===== src/rtl/control_sequencer.sv =====
// control_sequencer: hardwired control unit for the 8-bit ALUSystem datapath.
// It steps a one-hot timing register through a two-byte fetch (T0, T1) and
// then one or two execute cycles (T2, T3). Every datapath control field is
// decoded combinationally from the timing state and the held instruction.
module control_sequencer (
  input  logic        Clock,
  input  logic        Reset,
  input  logic [15:0] IROut,
  input  logic [3:0]  ALUOutFlag,
  output logic [7:0]  T,
  output logic        Halted,
  output logic [2:0]  RF_O1Sel,
  output logic [2:0]  RF_O2Sel,
  output logic [1:0]  RF_FunSel,
  output logic [3:0]  RF_RSel,
  output logic [3:0]  RF_TSel,
  output logic [3:0]  ALU_FunSel,
  output logic [1:0]  ARF_OutASel,
  output logic [1:0]  ARF_OutBSel,
  output logic [1:0]  ARF_FunSel,
  output logic [3:0]  ARF_RegSel,
  output logic        IR_LH,
  output logic        IR_Enable,
  output logic [1:0]  IR_Funsel,
  output logic        Mem_WR,
  output logic        Mem_CS,
  output logic [1:0]  MuxASel,
  output logic [1:0]  MuxBSel,
  output logic        MuxCSel
);

  // Timing states. HALT is the all-zero pattern; every other state is one-hot.
  typedef enum logic [7:0] {
    T_HALT = 8'h00,
    T_0    = 8'h01,
    T_1    = 8'h02,
    T_2    = 8'h04,
    T_3    = 8'h08
  } t_state_e;

  // Opcodes held in IROut[15:12].
  localparam logic [3:0] OP_LDI = 4'h0;
  localparam logic [3:0] OP_LD  = 4'h1;
  localparam logic [3:0] OP_ST  = 4'h2;
  localparam logic [3:0] OP_ADD = 4'h3;
  localparam logic [3:0] OP_INC = 4'h4;
  localparam logic [3:0] OP_DEC = 4'h5;
  localparam logic [3:0] OP_BRA = 4'h6;
  localparam logic [3:0] OP_BNE = 4'h7;
  localparam logic [3:0] OP_HLT = 4'hF;

  // Register operation codes shared by RF, ARF and IR.
  localparam logic [1:0] FN_DEC  = 2'b00;
  localparam logic [1:0] FN_INC  = 2'b01;
  localparam logic [1:0] FN_LOAD = 2'b10;

  // Datapath select encodings.
  localparam logic [3:0] ARF_PC      = 4'b1000;
  localparam logic [3:0] ARF_AR      = 4'b0100;
  localparam logic [1:0] OUTB_AR     = 2'b01;
  localparam logic [1:0] MUXA_MEM    = 2'b01;
  localparam logic [1:0] MUXA_IR     = 2'b10;
  localparam logic [1:0] MUXB_IR     = 2'b01;
  localparam logic [3:0] ALU_ADD     = 4'b0100;

  t_state_e t_q, t_d;

  logic [3:0] opcode;
  logic [1:0] rx;
  logic [1:0] ry;
  logic       flag_z;
  logic [3:0] rx_onehot;

  assign opcode    = IROut[15:12];
  assign rx        = IROut[11:10];
  assign ry        = IROut[9:8];
  assign flag_z    = ALUOutFlag[3];
  assign rx_onehot = 4'b1000 >> rx;

  // The address byte and the C/N/O flags feed the datapath directly, not this block.
  logic unused_inputs;
  assign unused_inputs = ^{IROut[7:0], ALUOutFlag[2:0]};

  // Timing state register; reset lands directly in T0.
  // NOTE: sequential state is updated with <= so every flop samples pre-edge values.
  always_ff @(posedge Clock or posedge Reset) begin
    if (Reset) begin
      t_q <= T_0;
    end else begin
      t_q <= t_d;
    end
  end

  assign T      = t_q;
  assign Halted = (t_q == T_HALT);

  // Next-state and control-field decode; everything is idle unless a state drives it.
  // NOTE: every output gets its idle value first so no path through the case infers a latch.
  always_comb begin
    t_d         = t_q;
    RF_O1Sel    = 3'b000;
    RF_O2Sel    = 3'b000;
    RF_FunSel   = 2'b00;
    RF_RSel     = 4'b0000;
    RF_TSel     = 4'b0000;
    ALU_FunSel  = 4'b0000;
    ARF_OutASel = 2'b00;
    ARF_OutBSel = 2'b00;
    ARF_FunSel  = 2'b00;
    ARF_RegSel  = 4'b0000;
    IR_LH       = 1'b0;
    IR_Enable   = 1'b0;
    IR_Funsel   = 2'b00;
    Mem_WR      = 1'b0;
    Mem_CS      = 1'b1;
    MuxASel     = 2'b00;
    MuxBSel     = 2'b00;
    MuxCSel     = 1'b0;

    // While Reset is high the state reads T0 but no memory access may happen.
    if (!Reset) begin
      case (t_q)
        T_0, T_1: begin
          // Fetch one byte from M[PC] into IR and advance PC.
          Mem_CS      = 1'b0;
          ARF_OutBSel = 2'b00;
          IR_Enable   = 1'b1;
          IR_LH       = (t_q == T_1);
          IR_Funsel   = FN_LOAD;
          ARF_RegSel  = ARF_PC;
          ARF_FunSel  = FN_INC;
          t_d         = (t_q == T_0) ? T_1 : T_2;
        end

        T_2: begin
          t_d = T_0;
          case (opcode)
            OP_LDI: begin
              RF_RSel   = rx_onehot;
              RF_FunSel = FN_LOAD;
              MuxASel   = MUXA_IR;
            end
            OP_LD, OP_ST: begin
              ARF_RegSel = ARF_AR;
              ARF_FunSel = FN_LOAD;
              MuxBSel    = MUXB_IR;
              t_d        = T_3;
            end
            OP_ADD: begin
              RF_O1Sel   = {1'b1, rx};
              RF_O2Sel   = {1'b1, ry};
              ALU_FunSel = ALU_ADD;
              MuxASel    = 2'b00;
              RF_RSel    = rx_onehot;
              RF_FunSel  = FN_LOAD;
            end
            OP_INC: begin
              RF_RSel   = rx_onehot;
              RF_FunSel = FN_INC;
            end
            OP_DEC: begin
              RF_RSel   = rx_onehot;
              RF_FunSel = FN_DEC;
            end
            OP_BRA: begin
              ARF_RegSel = ARF_PC;
              ARF_FunSel = FN_LOAD;
              MuxBSel    = MUXB_IR;
            end
            OP_BNE: begin
              if (!flag_z) begin
                ARF_RegSel = ARF_PC;
                ARF_FunSel = FN_LOAD;
                MuxBSel    = MUXB_IR;
              end
            end
            OP_HLT: begin
              t_d = T_HALT;
            end
            default: begin
              // 8..E are NOPs: idle for one cycle.
            end
          endcase
        end

        T_3: begin
          t_d = T_0;
          case (opcode)
            OP_LD: begin
              Mem_CS      = 1'b0;
              ARF_OutBSel = OUTB_AR;
              MuxASel     = MUXA_MEM;
              RF_RSel     = rx_onehot;
              RF_FunSel   = FN_LOAD;
            end
            OP_ST: begin
              RF_O1Sel    = {1'b1, rx};
              MuxCSel     = 1'b0;
              ALU_FunSel  = 4'b0000;
              ARF_OutBSel = OUTB_AR;
              Mem_CS      = 1'b0;
              Mem_WR      = 1'b1;
            end
            default: begin
              // Only LD and ST have a T3; anything else just returns to fetch.
            end
          endcase
        end

        T_HALT: begin
          t_d = T_HALT;
        end

        default: begin
          // Not a legal one-hot pattern: recover by restarting the fetch.
          t_d = T_0;
        end
      endcase
    end
  end

endmodule


===== config.mk =====
export PLATFORM = sky130hd
export DESIGN_NAME = control_sequencer
export DESIGN_NICKNAME = d
export VERILOG_FILES = /design/src/rtl/control_sequencer.sv
export SDC_FILE = /design/constraint.sdc
export NUM_CORES = 1
export LEC_CHECK = 0
export CAP_MARGIN = 20
export CORE_MARGIN = 8
export CORE_UTILIZATION = 45
export DETAILED_ROUTE_END_ITERATION = 10
export DONT_BUFFER_PORTS = 1
export MAX_ROUTING_LAYER = met4
export PLACE_DENSITY = 0.56
export SYNTH_ARGS = -nofsm -noshare
export SYNTH_HDL_FRONTEND = slang
export SYNTH_SLANG_ARGS = --single-unit
export TNS_END_PERCENT = 10

===== constraint.sdc =====
create_clock -name Clock -period 3.4 [get_ports Clock]
set_input_delay 0.51 -clock Clock [delete_from_list [all_inputs] [get_ports Clock]]
set_output_delay 0.51 -clock Clock [all_outputs]
set_load 0.03 [all_outputs]

After elaboration in Yosys (flattened, before gate mapping)

Cells that the tools add are included.

Register bits after elaboration: 8
Bits of input ports: 22

Equality and inequality tests: 12
Shift operators: 1
Muxes and demuxes: 52
Reduce and logical (&&, ||, !) cells: 7

Operators by type and width:

| operator            | count |
|---|---|
| $mux 3              | 10 |
| $pmux 4 s2          | 3 |
| $pmux 4 s3          | 2 |
| $mux 4              | 5 |
| $pmux 2 s2          | 5 |
| $eq 4x3->1 const B  | 4 |
| $mux 1              | 16 |
| $mux 2              | 8 |
| $eq 4x2->1 const B  | 2 |
| $eq 8x1->1 const B  | 1 |
| $eq 8x2->1 const B  | 1 |
| $eq 8x3->1 const B  | 1 |
| $eq 8x4->1 const B  | 1 |
| $logic_not 8->1     | 1 |
| $pmux 3 s2          | 1 |
| $reduce_or 2->1     | 3 |
| $eq 4x1->1 const B  | 1 |
| $eq 4x4->1 const B  | 1 |
| $logic_not 4->1     | 1 |
| $pmux 1 s2          | 2 |
| $reduce_or 4->1     | 1 |
| $shr 4x2->4 const A | 1 |
| $reduce_or 3->1     | 1 |

Logic depth before layout (Yosys ltp)

Gate-level depths: netlist of the first run.

Depth after elaboration: 5
Depth in mapped cells: 6
Depth with buffers taken out: 4

Worst setup path after synthesis of the first run

OpenSTA, ideal clock, no wires.

Path kind: in2out
Start point: input port Reset
End point: output port RF_FunSel[0]
Arrival: 2313 ps
Data required time: 2890 ps
Path slack: 577 ps
Stages on the path: 5
Buffers on the path: 2
Cells stage by stage: buf_6 -> or3_4 -> or2_1 -> buf_6 -> nor4_1

Cells in the longest elaborated chain, start to end: 1

RTL lines:

| what            | line | RTL |
|---|---|---|
| start, declared | 7    | `input logic Reset,` |
| $mux 2          | 121  | `if (!Reset) begin` |
| end, declared   | 14   | `output logic [1:0] RF_FunSel,` |

Every way passes these cells.

Worst setup path after layout of the first run

Start point: register t_q[1] (netlist: T[1])
End point: output port RF_O1Sel[1]

Cells in the longest elaborated chain, start to end: 3
Elaborated cells between the ends (all ways): 4
Classes of those cells: eq/ne: 2; mux: 2

RTL lines:

| what                                            | line | RTL |
|---|---|---|
| start, declared                                 | 66   | `t_state_e t_q, t_d;` |
| start signal, assigned                          | 90   | `t_q <= t_d;` |
| $eq 8x4->1 / $eq 8x3->1 (equally long branches) | 122  | `case (t_q)` |
| $pmux 3 s2 (*)                                  | 122  |  |
| $mux 3 (*)                                      | 121  |  |
| end, declared                                   | 12   | `output logic [2:0] RF_O1Sel,` |

Every way passes the cells marked *; elsewhere a longest branch is shown, timed or not.

==> results of run 1 <==
-- where the power goes --
part           switching (mW)  total, mW  internal, mW
registers             0.00155     0.0497        0.0482
logic                  0.0395     0.0473       0.00778
clock network          0.0231     0.0674        0.0443
total                  0.0642      0.164         0.100
-- per-layer routing --
metal,up-vias,GRT usage (%)
li1,343,-
met1,309,11.6
met2,32,18.8
met3,0,6.50
met4,0,3.21
met5,-,-
-- area by class of cell --
type                            instances  area, sq um  area share, %
Multi-Input combinational cell         86          498           64.6
Sequential cell                         4          101           13.1
Inverter                                7         26.3           3.41
Tap cell                               17         21.3           2.76
Clock buffer                            4         26.3           3.41
Timing Repair Buffer                   13         97.6           12.7
-- worst min path at each step --
| stage | start | endpoint | slack, ns | cells past startpoint |
|---|---|---|---|---|
| floorplan | Reset | T[1] | 0.41 | 2 |
| global placement | Reset | T[2] | 0.32 | 1 |
| detailed placement | Reset | T[3] | 0.32 | 1 |
| CTS | Reset | T[1] | 0.06 | 1 |
| global route | Reset | T[1] | 0.07 | 1 |
| finish | Reset | T[1] | 0.07 | 1 |
-- cells in the final DEF (no fill, tap or decap), drive strengths merged, types with 2 or more instances in the layout --
| cell | n |
|---|---|
| conb | 19 |
| buf | 13 |
| nor2 | 8 |
| nand2 | 8 |
| nor4 | 8 |
| inv | 7 |
| nor3 | 5 |
| a21oi | 4 |
| clkbuf | 4 |
| dfrtp | 3 |
| o21ai | 3 |
| xor2 | 2 |
| nor3b | 2 |
| nand3 | 2 |
| nand2b | 2 |
| and3 | 2 |
| nor2b | 2 |
| mux2i | 2 |
| and2 | 2 |
| a21o | 2 |
| or2 | 2 |
-- metrics by stage --
step                cell area (sq um)  worst slack (ns)  instances
floorplan                         845             0.577        125
global placement                  744             0.914        127
detailed placement                744             0.889        127
CTS                               771             0.619        131
global route                      771             0.493        131
finish                            771             0.661        131
-- kinds of logic (layout without fill, tap and decap cells) --
| logic type | count (synthesis) | after routing |
|---|---|---|
| AOI/OAI and AO/OA | 13 | 13 |
| xor gates and xnor gates | 2 | 2 |
| buffers and inverters | 35 | 24 |
| DFF | 4 | 4 |
| muxes | 2 | 2 |
| other | 1 | 19 |
| and+or+nand+nor | 50 | 50 |
==> results.toml, run 1 <==
[routing]
wl_met1_um = 775
vias = 684
drc = 0
routed_via_density = 5.22
drt-initial-drc-count = 14
maxUsedRoutingLayer = "met3"
route.met3.wl_um = 275
avgRoutedWirePerCell_um = 15.4
detail_route.first_pass.iterations = 4
met2_length_um = 960
detail_route.wirelength_mm = 2.01
ant_nets = 0

[synth]
synth_mux_area_share_pct = 2.58
synthSimpleGateAreaFrac_pct = 39.1
synth-adder-area-share_pct = 0
syn_avg_cell_area_sq_um = 7.26
ys_ff_latch = 4
synth.largest_area_cell = "buf_4"
synth_ff_type = "dfrtp_1"
synth_xor_xnor_area_share_pct = 2.25
synth_most_common_cell = "buf_4"
synth_top_area_share_pct = 20.3
synth_area_sq_um = 777
synth_top_family_by_area = "simple AND/OR/NAND/NOR gates"
seq_area_frac_synth_pct = 13.0
synthTopCellsByArea = "buf_4 20%, dfrtp_1 9.7%, nor4_1 5.6%, nand2_1 3.9%, nor2_1 3.9%"
synth-edff-count = 0
synth_common_cells = "21 x buf_4, 8 x nand2_1, 8 x nor2_1, 7 x inv_1, 7 x nor4_1"
syn_inst = 107
async_flop_share_pct = 100
synth.distinct_cells = 37
synth_compound_area_share_pct = 11.0
yosysWarnings = 0

[cts]
cts_tree = "built"
cts_buffer_depth = 2
clk_latency_ns = 0.24
cts_setup_buffers = 0
cts_hold_buf = 0
cts.htree.levels = 1
clock_sinks = 4
cts_resized = 0
root_buffer = "clkbuf_4"
cts_made_buffers = 3
clkTransAtPathRegs_ns = 0.04

[die]
die_area_sq_um = 3310
die-height_um = 57.6
rows = 15
ios = 72
start_util_pct = 46.5
core_sq_um = 1670
fp.dieW_um = 57.6

[timing]
finalSetupViolCount = 0
tightest_slew_ns = 0.666
finalCriticalPeriod_ns = 2.74
slew_headroom_pct = 55.8
maxSlewViolCount = 0
tns_ns = 0
hold_slack_ns = 0.0660
final.period_utilization_pct = 80.6
max_freq_ghz = 0.365
timing_hold_violations_final = 0
fin_worst_skew_ns = 0.00392
rsz0062_at_grt = "false"

[critical_path]
cp.arrival_ns = 2.23
path_depth = 4
timing.critical_path.to = "RF_O1Sel[1]"
crit_fanout = 13
worstPathRequired_ns = 2.89
r2r_cells = 4
critPathMaxStageDelay_ns = 0.61
critPathSlowestCell = "dfrtp_1"
crit_chain = "or3_4 > nor3_1 > nand3_1 > nor2_1"
crit_path_start = "T[1]"
startpoint_type = "flop"
r2r_slack_ns = 1.23
crit_type = "reg -> out"
crit_buf_inv = 0
r2r_end = "T[3]"
worst_setup_path_end_kind = "output port"
reg2reg_from = "T[1]"
cp_top_family = "simple AND/OR/NAND/NOR gates"

[placement]
port_buffers = 0
place_congestion = 0.741
dp_hpwl_mm = 1.60

[global_route]
grt_pass1_vias = 633
grt_pass1_wl_mm = 3.07
grt_max_degree = 14
grt-ovfl-total = 0
antenna_found_initial = 0
grt_util_all_layers_pct = 11.6

[layout]
largest_reg_flops = 4
layout.nets = 137
fin_util_pct = 46.1
diodes = 0
drive_gt1_share_pct = 21.1
area_growth_pct = -0.805
n_fill_cell = 189

[hold_path]
min_path_type = "in -> async"

[power_and_ir_drop]
irDropWorstVdd_uv = 128
power_density_nw_per_um2 = 213
power.leakage_nw = 0.377
finalPower_mw = 0.164

[run]
cap_violations = 0

[outcome]
outcome = "complete, no violations"
(Power assumes the default switching activity.)
==> inputs of run 2 (changes only) <==
--- a/config.mk
+++ b/config.mk
@@ -11,7 +11,7 @@
 export DETAILED_ROUTE_END_ITERATION = 10
 export DONT_BUFFER_PORTS = 1
 export MAX_ROUTING_LAYER = met4
-export PLACE_DENSITY = 0.56
+export PLACE_DENSITY = 0.58
 export SYNTH_ARGS = -nofsm -noshare
 export SYNTH_HDL_FRONTEND = slang
 export SYNTH_SLANG_ARGS = --single-unit
==> constraint.sdc (replaced) <==
create_clock -name Clock -period 2.5 [get_ports Clock]
set_input_delay 0.375 -clock Clock [delete_from_list [all_inputs] [get_ports Clock]]
set_output_delay 0.375 -clock Clock [all_outputs]
set_load 0.03 [all_outputs]
==> run 2 against run 1 <==
Against the previous run: clock skew increased by 0.0068 ns; final area increased by 15%; via count increased by 13%; highest routed layer unchanged.
==> results.toml, run 2 (same netlist as run 1, synthesis figures left out) <==
[outcome]
outcome = "complete, no violations"

[power_and_ir_drop]
power_density_nw_per_um2 = 257
combPwrFrac_pct = 30.3
seqPwrFrac_pct = 29.1
irDropWorstVdd_uv = 183
clkPwrFrac_pct = 40.6
p_switching_mw = 0.0886
power.leakage_nw = 0.452
switching_share_pct = 39.1
p_int_mw = 0.138

[critical_path]
crit_type = "reg -> out"
worst_setup_path_end_kind = "output port"
reg2reg_from = "T[3]"
critPathSlowestCell = "dfrtp_1"
cp_top_family = "simple AND/OR/NAND/NOR gates"
startpoint_type = "flop"
crit_path_start = "T[3]"
crit_buf_inv = 1
worstPathRequired_ns = 2.12
crit_chain = "or2b_2 > or2_1 > nor4_4 > and2_1 > buf_4"
critPathMaxStageDelay_ns = 0.49
cp.arrival_ns = 1.94
crit_fanout = 12

[cts]
clk_latency_ns = 0.24
cts_resized = 0
clock_sinks = 4
cts_setup_buffers = 0
cts_tree = "built"
root_buffer = "clkbuf_4"
cts_made_buffers = 3
clkTransAtPathRegs_ns = 0.05
cts.htree.levels = 1
cts_buffer_depth = 2

[timing]
final.setup.worst_slack_ns = 0.187
max_freq_ghz = 0.432
rsz0062_at_grt = "false"
maxSlewViolCount = 0
tns_ns = 0
fin_worst_skew_ns = 0.0107
final.period_utilization_pct = 92.5
hold_slack_ns = 0.250
finalCriticalPeriod_ns = 2.31
finalSetupViolCount = 0
tightest_slew_ns = 0.593
slew_headroom_pct = 60.6
timing_hold_violations_final = 0

[routing]
detail_route.wirelength_mm = 2.11
vias = 770
ant_nets = 0
routed_via_density = 5.31
drt-initial-drc-count = 15
detail_route.first_pass.iterations = 4
drc = 0
avgRoutedWirePerCell_um = 14.6

[hold_path]
min_path_type = "in -> reg"
min_from = "Reset"

[global_route]
grt_max_degree = 14
grt_pass1_wl_mm = 3.36
grt_util_all_layers_pct = 12.5
grt_pass1_vias = 720
grt-ovfl-total = 0
antenna_found_initial = 0

[layout]
drive_gt1_share_pct = 29.7
final_common_cell = "buf_4"
final_cell_mix = "26 x buf_4, 19 x conb_1, 8 x nor2_1, 8 x nand2_1, 7 x inv_1"
area_growth_pct = 13.8
largest_reg_flops = 4
fin_cells = 145
fin_util_pct = 53.0
layout.nets = 151
n_fill_cell = 186
diodes = 0

[die]
core_sq_um = 1670
die-height_um = 57.6
die_area_sq_um = 3310
ios = 72
fp.dieW_um = 57.6
start_util_pct = 46.5
rows = 15

[placement]
dpl.cell_count = 140
dp_hpwl_mm = 1.69
place_ws_ns = 0.439
port_buffers = 0
place_congestion = 0.800

[run]
cap_violations = 0
run 2: worst paths after layout:
path,end,slack (ns),cells past startpoint
max reg2reg,T[3],0.85,5
max in group asynchronous,T[0],1.75,2
min reg2reg,T[1],0.72,3
min,T[2],0.25,1
min in group asynchronous,T[1],0.49,2
max,RF_O2Sel[0],0.19,5
run 2: what timing repair did:
| action | 4_1_cts | 5_1_grt |
|---|---|---|
| endpoints found under the hold margin | 3 | 0 |
| setup endpoints to repair | 0 | 0 |
| hold buffers | 1 | 0 |
run 2: final cells by class:
type,instances,area [sq um],area share (%)
Multi-Input combinational cell,86,504,57.0
Timing Repair Buffer,27,205,23.2
Sequential cell,4,101,11.5
Clock buffer,4,26.3,2.97
Inverter,7,26.3,2.97
Tap cell,17,21.3,2.40
run 2: power groups by stage:
stage,sequential [mW],clock [mW],combinational (mW)
2_1_floorplan,0.0677,0,0.0930
4_1_cts,0.0659,0.0973,0.0674
3_5_place_dp,0.0668,0,0.0660
6_report,0.0659,0.0922,0.0688
3_3_place_gp,0.0667,0,0.0651
5_1_grt,0.0659,0.0996,0.0736
run 2: worst reg2reg max path, cell delays in order (launching register included):
cell	delay, ns
dfrtp_1	0.49
or2b_2	0.36
or2_1	0.33
nor2_1	0.14
buf_4	0.18
a21o_2	0.10
run 2: routing by layer:
layer | up-vias | part of all wire (%) | global-route usage, %
met5 | - | 0 | -
li1 | 366 | - | -
met2 | 36 | 49 | 21.9
met3 | 0 | 11 | 4.93
met4 | 0 | 0 | 4.29
met1 | 368 | 40 | 12.4
run 2: stage by stage:
stage                     total power, mW  instance area (sq um)
after floorplan                     0.161                    851
after global placement              0.132                    848
after detailed placement            0.133                    848
after CTS                           0.231                    885
after global routing                0.239                    885
final                               0.227                    885
